===== src/rtl/iigs_io_bus.sv =====
// $C0xx I/O decoder for banks 00/01/E0/E1: routes accesses to req/ack peripheral
// channels (with stall and timeout) or to a local soft-switch register file.
module iigs_io_bus #(
    parameter int                       NUM_CH       = 4,
    parameter logic [NUM_CH*8-1:0]      CH_BASE      = {NUM_CH{8'h00}},
    parameter logic [NUM_CH*8-1:0]      CH_MASK      = {NUM_CH{8'hFF}},
    parameter int                       TIMEOUT      = 15,
    parameter logic [7:0]               TIMEOUT_DATA = 8'hFF,
    parameter logic [7:0]               LREG_BASE    = 8'h20,
    parameter int                       LREG_DEPTH   = 32,
    parameter logic [LREG_DEPTH*8-1:0]  LREG_INIT    = '0
) (
    input  logic                     clk_sys,
    input  logic                     reset,
    input  logic                     cen,
    input  logic [7:0]               bank,
    input  logic [15:0]              addr,
    input  logic                     valid,
    input  logic                     wr,
    input  logic                     io_off,
    input  logic [7:0]               din,
    output logic [7:0]               dout,
    output logic                     io_hit,
    output logic                     rdy,
    output logic [NUM_CH-1:0]        ch_req,
    output logic                     ch_wr,
    output logic [7:0]               ch_addr,
    output logic [7:0]               ch_wdata,
    input  logic [NUM_CH-1:0]        ch_ack,
    input  logic [NUM_CH*8-1:0]      ch_rdata,
    output logic [LREG_DEPTH*8-1:0]  lreg,
    output logic [7:0]               err_cnt
);

    // state | meaning
    // IDLE  | decode; local/unmapped accesses served here
    // REQ   | one-clk request pulse to the selected channel
    // WAIT  | waiting for ack or timeout, CPU stalled
    // DONE  | data ready, held until the CPU consumes it on cen

    localparam int         IW       = (NUM_CH > 1) ? $clog2(NUM_CH) : 1;
    localparam int         LW       = (LREG_DEPTH > 1) ? $clog2(LREG_DEPTH) : 1;
    localparam logic [8:0] LREG_END = 9'(LREG_BASE) + 9'(LREG_DEPTH);
    localparam logic [7:0] TO_LIMIT = 8'(TIMEOUT);

    typedef enum logic [1:0] {IDLE, REQ, WAIT, DONE} state_t;

    state_t          state;
    logic            bank_ok;
    logic            ch_any;
    logic [IW-1:0]   ch_sel;
    logic [IW-1:0]   ch_idx;
    logic            loc_hit;
    logic [LW-1:0]   lidx;
    logic            ch_go;
    logic            loc_acc;
    logic            unmapped;
    logic [7:0]      cnt;
    logic [7:0]      cnt_inc;

    assign bank_ok = (bank == 8'h00) | (bank == 8'h01) | (bank == 8'hE0) | (bank == 8'hE1);
    assign io_hit  = valid & ~io_off & (addr[15:8] == 8'hC0) & bank_ok;

    // Scan from the top so the lowest matching channel is the one left selected.
    always_comb begin
        ch_any = 1'b0;
        ch_sel = '0;
        for (int i = NUM_CH - 1; i >= 0; i--) begin
            if ((addr[7:0] & CH_MASK[8*i +: 8]) == (CH_BASE[8*i +: 8] & CH_MASK[8*i +: 8])) begin
                ch_any = 1'b1;
                ch_sel = IW'(i);
            end
        end
    end

    assign loc_hit  = ({1'b0, addr[7:0]} >= {1'b0, LREG_BASE}) && ({1'b0, addr[7:0]} < LREG_END);
    assign lidx     = LW'(addr[7:0] - LREG_BASE);
    assign ch_go    = io_hit & ch_any;
    assign loc_acc  = io_hit & ~ch_any & loc_hit;
    assign unmapped = io_hit & ~ch_any & ~loc_hit;
    assign cnt_inc  = cnt + 8'd1;

    // The stall must take effect in the same cycle the channel access is presented.
    assign rdy = reset | ~((state == REQ) | (state == WAIT) | ((state == IDLE) & ch_go));

    always_ff @(posedge clk_sys or posedge reset) begin
        if (reset) begin
            lreg <= LREG_INIT;
        end else if (cen & loc_acc & wr) begin
            lreg[8*lidx +: 8] <= din;
        end
    end

    always_ff @(posedge clk_sys or posedge reset) begin
        if (reset) begin
            state    <= IDLE;
            ch_req   <= '0;
            ch_wr    <= 1'b0;
            ch_addr  <= 8'h00;
            ch_wdata <= 8'h00;
            ch_idx   <= '0;
            cnt      <= 8'h00;
            dout     <= 8'h00;
            err_cnt  <= 8'h00;
        end else begin
            ch_req <= '0;
            case (state)
                IDLE: begin
                    if (cen & ch_go) begin
                        state    <= REQ;
                        ch_req   <= NUM_CH'(1) << ch_sel;
                        ch_wr    <= wr;
                        ch_addr  <= addr[7:0];
                        ch_wdata <= din;
                        ch_idx   <= ch_sel;
                        cnt      <= 8'h00;
                    end else if (loc_acc & ~wr) begin
                        dout <= lreg[8*lidx +: 8];
                    end else if (unmapped & ~wr) begin
                        dout <= 8'h00;
                    end
                end
                REQ, WAIT: begin
                    // cnt_inc counts clks since REQ began, including this one
                    cnt <= cnt_inc;
                    if (ch_ack[ch_idx]) begin
                        state <= DONE;
                        if (!ch_wr) dout <= ch_rdata[8*ch_idx +: 8];
                    end else if (cnt_inc == TO_LIMIT) begin
                        state <= DONE;
                        if (!ch_wr) dout <= TIMEOUT_DATA;
                        if (err_cnt != 8'hFF) err_cnt <= err_cnt + 8'd1;
                    end else begin
                        state <= WAIT;
                    end
                end
                DONE: begin
                    if (cen) state <= IDLE;
                end
                default: state <= IDLE;
            endcase
        end
    end

endmodule

===== config.mk =====
export PLATFORM = sky130hd
export DESIGN_NAME = iigs_io_bus
export DESIGN_NICKNAME = d
export VERILOG_FILES = /design/src/rtl/iigs_io_bus.sv
export SDC_FILE = /design/constraint.sdc
export NUM_CORES = 1
export LEC_CHECK = 0
export ABC_AREA = 1
export CAP_MARGIN = 20
export CORE_ASPECT_RATIO = 1.5
export CORE_UTILIZATION = 55
export CTS_CLUSTER_DIAMETER = 120
export DETAILED_ROUTE_END_ITERATION = 10
export GPL_TIMING_DRIVEN = 0
export PLACE_DENSITY = 0.87
export SLEW_MARGIN = 20
export SYNTH_ARGS = -nofsm -noshare
export SYNTH_HDL_FRONTEND = slang
export SYNTH_SLANG_ARGS = --single-unit
export TNS_END_PERCENT = 1

===== constraint.sdc =====
create_clock -name clk_sys -period 28.6 [get_ports clk_sys]
set_clock_uncertainty 0.15 [all_clocks]
set_input_delay 5.72 -clock clk_sys [delete_from_list [all_inputs] [get_ports clk_sys]]
set_output_delay 5.72 -clock clk_sys [all_outputs]
set_load 0.01 [all_outputs]

==> qor.csv <==
stage,metric,value,unit
place,"Cell Area, Placed",19430,sq um
grt,initial antenna violation count,0,
synthesis,Simple-Gate Fraction of Synth Area,0.3513,
critical_path,CP max stage delay,640,ps
finish,Layout Area Growth over Synthesis,31.24,%
synthesis,ys flop type,dfrtp_1,
timing,fmax,65.80,MHz
timing,worst slew pin tran,1339,ps
grt,vias in the first global route,16685,
critical_path,family with the most delay on the worst path,buffers and inverters,
job,Max-cap violations,0,
finish,Ant. Diodes,0,
timing,RSZ-0062 raised after global routing,false,
clocking,CTS Sinks,300,
power_and_ir_drop,Lkg Pwr,8.969,nW
clocking,"Reg clk slew, reported paths",70,ps
synthesis,Syn Area/Cell,7.791,sq um
hold_path,Min-Delay Path Class,reg2reg,
timing,final setup vio count,0,
power_and_ir_drop,VDD IR max,0.00005274,V
critical_path,Worst R2R End,dout[3]$_DFFE_PP0P_,
synthesis,Yosys warnings,0,
routing,met2 wire length,34.13,mm
critical_path,crit path capture,rdy,
floorplanning,# rows,75,
grt,largest net degree at the start of global routing,112,
routing,met3 WL,9.237,mm
clocking,H-tree Lvls,1,
floorplanning,Die W,139.4,microns
timing,Max transition margin,0.1003,
floorplanning,die area,28990,sq um
critical_path,Reg2Reg Setup Slack,25520,ps
routing,top sig layer,met4,
routing,drt total wl,74.99,mm
synthesis,register area share after synthesis,0.4823,
clocking,post_cts resized,0,
critical_path,Setup CP Type,in2out,
clocking,CTS buffer count,28,
critical_path,R2R depth,11,
critical_path,Critical Path RT,22730,ps
clocking,clk root buf,clkbuf_16,
synthesis,"FF+latch count, synth",300,
synthesis,mux cell area share after synthesis,0,
clocking,CTS tree,done,
critical_path,origin of the worst setup path,addr[1],
floorplanning,Initial Utilization,0.5585,
routing,post-route ant nets,0,
clocking,clock buffer depth,3,
critical_path,CP startpoint kind,primary input,
synthesis,Synth Area in XOR/XNOR,0.006270,
critical_path,Worst Path Buf+Inv,5,
synthesis,Cells after Synth,1998,
floorplanning,Ports,369,
place,hpwl dp,55.59,mm
critical_path,Critical Path Stages,11,
synthesis,Synth Area in Compound Gates,0.08673,
finish,layout cells sized above 1,0.08798,
floorplanning,Die Y,208.0,microns
routing,vias per std cell,6.344,
place,Final Wtd Congestion,1.090,
place,Placed Cells,2681,
clocking,hold buffer count at CTS,0,
critical_path,CP Max Fanout,10,
run_status,outcome,"complete, no violations",
synthesis,Adder-Cell Fraction of Synth Area,0.005627,
grt,GR Overflow Total,0,
timing,min Tclk post-route,15200,ps
power_and_ir_drop,PwrDens,51.36,nW/um^2
routing,DR iter-0 viols,2287,
place,I/O Buffers,333,
finish,Finished Layout Cells,2733,
critical_path,nature of the critical path endpoint,primary output,
timing,period utilisation layout,0.5314,
timing,Final Slew Violations,0,
grt,total track usage,0.5194,
timing,final setup TNS,0,ps
floorplanning,core area,27870,sq um
clocking,Post-CTS Setup Inserts,0,
clocking,clock latency on the worst-skew pair,580,ps
critical_path,critical path's slowest cell,buf_1,
routing,vias post-DR,17337,
timing,final hold vios,0,
finish,nets,2446,
finish,"Design Area, Final",20430,sq um
synthesis,largest family of logic cells by synthesized area,simple AND/OR/NAND/NOR gates,
grt,global-route wire length before repair,108.2,mm
synthesis,synth unique cells,42,
critical_path,crit-path cells,clkdlybuf4s50_1 -> inv_1 -> clkbuf_1 -> buf_1 -> ha_1 -> nand3_1 -> nor2_1 -> nand3_1 -> nor2_1 -> o211ai_1 -> clkdlybuf4s50_1,
routing,Initial DRT Pass Iterations,8,
critical_path,FF-to-FF Start,cnt[1]$_DFFE_PP0P_,
routing,M1 wire length,24.20,mm
synthesis,Post-synth EDFFs,0,
hold_path,Hold Startpoint,ch_addr[3]$_DFFE_PP0P_,
critical_path,crit path DAT,9330,ps
synthesis,Post-synth ARST share,1.000,
routing,DR WL/cell,27.44,microns
synthesis,Netlist Area Pre-Place,15570,sq um
routing,# DRC,0,
-- worst min-delay path, delay by kind of cell (launching register included) --
family	cells	cell delay (ps)
and+or+nand+nor	1	50
DFF	1	340
buffers and inverters	1	50
-- cells in the final DEF (no fill, tap or decap), drive strengths merged --
cell,Yosys,final
buf,62,64
nor3,28,28
ha,7,7
bufinv,0,4
or2,7,7
inv,108,108
nand3b,2,2
clkbuf,44,80
dfrtp,300,300
nand3,331,331
nand2,788,788
xor2,3,3
nor2,53,53
nor4,1,1
o21bai,1,1
xnor2,6,6
o211ai,2,2
conb,1,3
clkinvlp,0,3
clkinv,2,11
clkdlybuf4s50,0,333
o21ai,235,235
nand4,13,13
a21oi,4,4
-- cells in the mapped netlist, types with 3 or more instances --
cell type  instances  area share
buf_4              6      0.0029
inv_2              4     0.00096
ha_1               7      0.0056
buf_6             21       0.015
inv_1            103       0.025
nand2_2            3      0.0012
nand3_2           11      0.0071
nor3_2             5      0.0032
nor2_2             9      0.0036
clkbuf_1          44       0.011
buf_1             12      0.0029
or2_2              7      0.0028
nand4_1           10      0.0040
o21ai_2           35       0.020
buf_2             21      0.0068
o21ai_1           88       0.028
nor2_1            38      0.0092
nand3_4           11       0.012
xor2_1             3      0.0017
xnor2_1            5      0.0028
nand3_1          309       0.099
a21oi_1            4      0.0013
dfrtp_1          300        0.48
nor3_1            22      0.0071
nand2_1          783        0.19
nor2_4             5      0.0036
o21ai_0          112       0.036
-- flip-flops by register name, indices dropped and copies added (netlist names) --
name / cells
lreg: 256
ch_addr: 8
ch_wdata: 8
cnt: 8
dout: 8
err_cnt: 8
state: 2
ch_req: 1
ch_wr: 1
-- final cells by class --
cell class / count / area (sq um)
multi-input cells: 1484 / 7054
clock inverters: 16 / 195.2
repair buffers: 335 / 3388
clock buffers: 36 / 792.0
fillers: 2049 / 7441
plain buffers: 106 / 636.9
inverters: 110 / 422.9
flip-flops and latches: 300 / 7507
well taps: 346 / 432.9
-- how the worst min path moves through the flow --
stage | slack, ps | cells after the start | endpoint
floorplan | 310 | 2 | cnt[7]$_DFFE_PP0P_
global placement | 300 | 2 | ch_addr[5]$_DFFE_PP0P_
detailed placement | 300 | 2 | ch_addr[3]$_DFFE_PP0P_
CTS | 330 | 2 | ch_addr[3]$_DFFE_PP0P_
global route | 350 | 2 | ch_addr[5]$_DFFE_PP0P_
finish | 320 | 2 | ch_addr[3]$_DFFE_PP0P_
-- logic make-up (layout without fill, tap and decap cells) --
logic type	count (synthesis)	after routing
buffers and inverters	216	603
AOI/OAI and AO/OA	242	242
DFF	300	300
xor gates and xnor gates	9	9
other	1	3
and+or+nand+nor	1223	1223
adders and majority gates	7	7
-- power by group --
group	total [W]	internal, W	switching [W]
clock	0.000409	0.000232	0.000177
combinational	0.000197	0.0000537	0.000143
sequential	0.000443	0.000435	0.00000823
-- per-stage QoR --
| stage | setup slack (ps) | hold WS (ps) | utilization | power [W] |
|---|---|---|---|---|
| after floorplan | 9860 | 305.1 | - | 0.0005560 |
| after global placement | 7154 | 298.4 | 0.6939 | 0.0006251 |
| after detailed placement | 13560 | 300.3 | 0.6972 | 0.0006374 |
| after CTS | 13550 | 326.1 | 0.7327 | 0.001036 |
| after global routing | 13280 | 350.8 | 0.7330 | 0.001071 |
| final | 13400 | 319.5 | 0.7330 | 0.001049 |
-- routing by layer --
layer,up-vias,GRT usage
li1,7255,-
met1,8113,0.5946
met2,1522,0.8179
met3,447,0.1342
met4,0,0.4314
met5,-,0
Power figures use the tool's default switching activity.
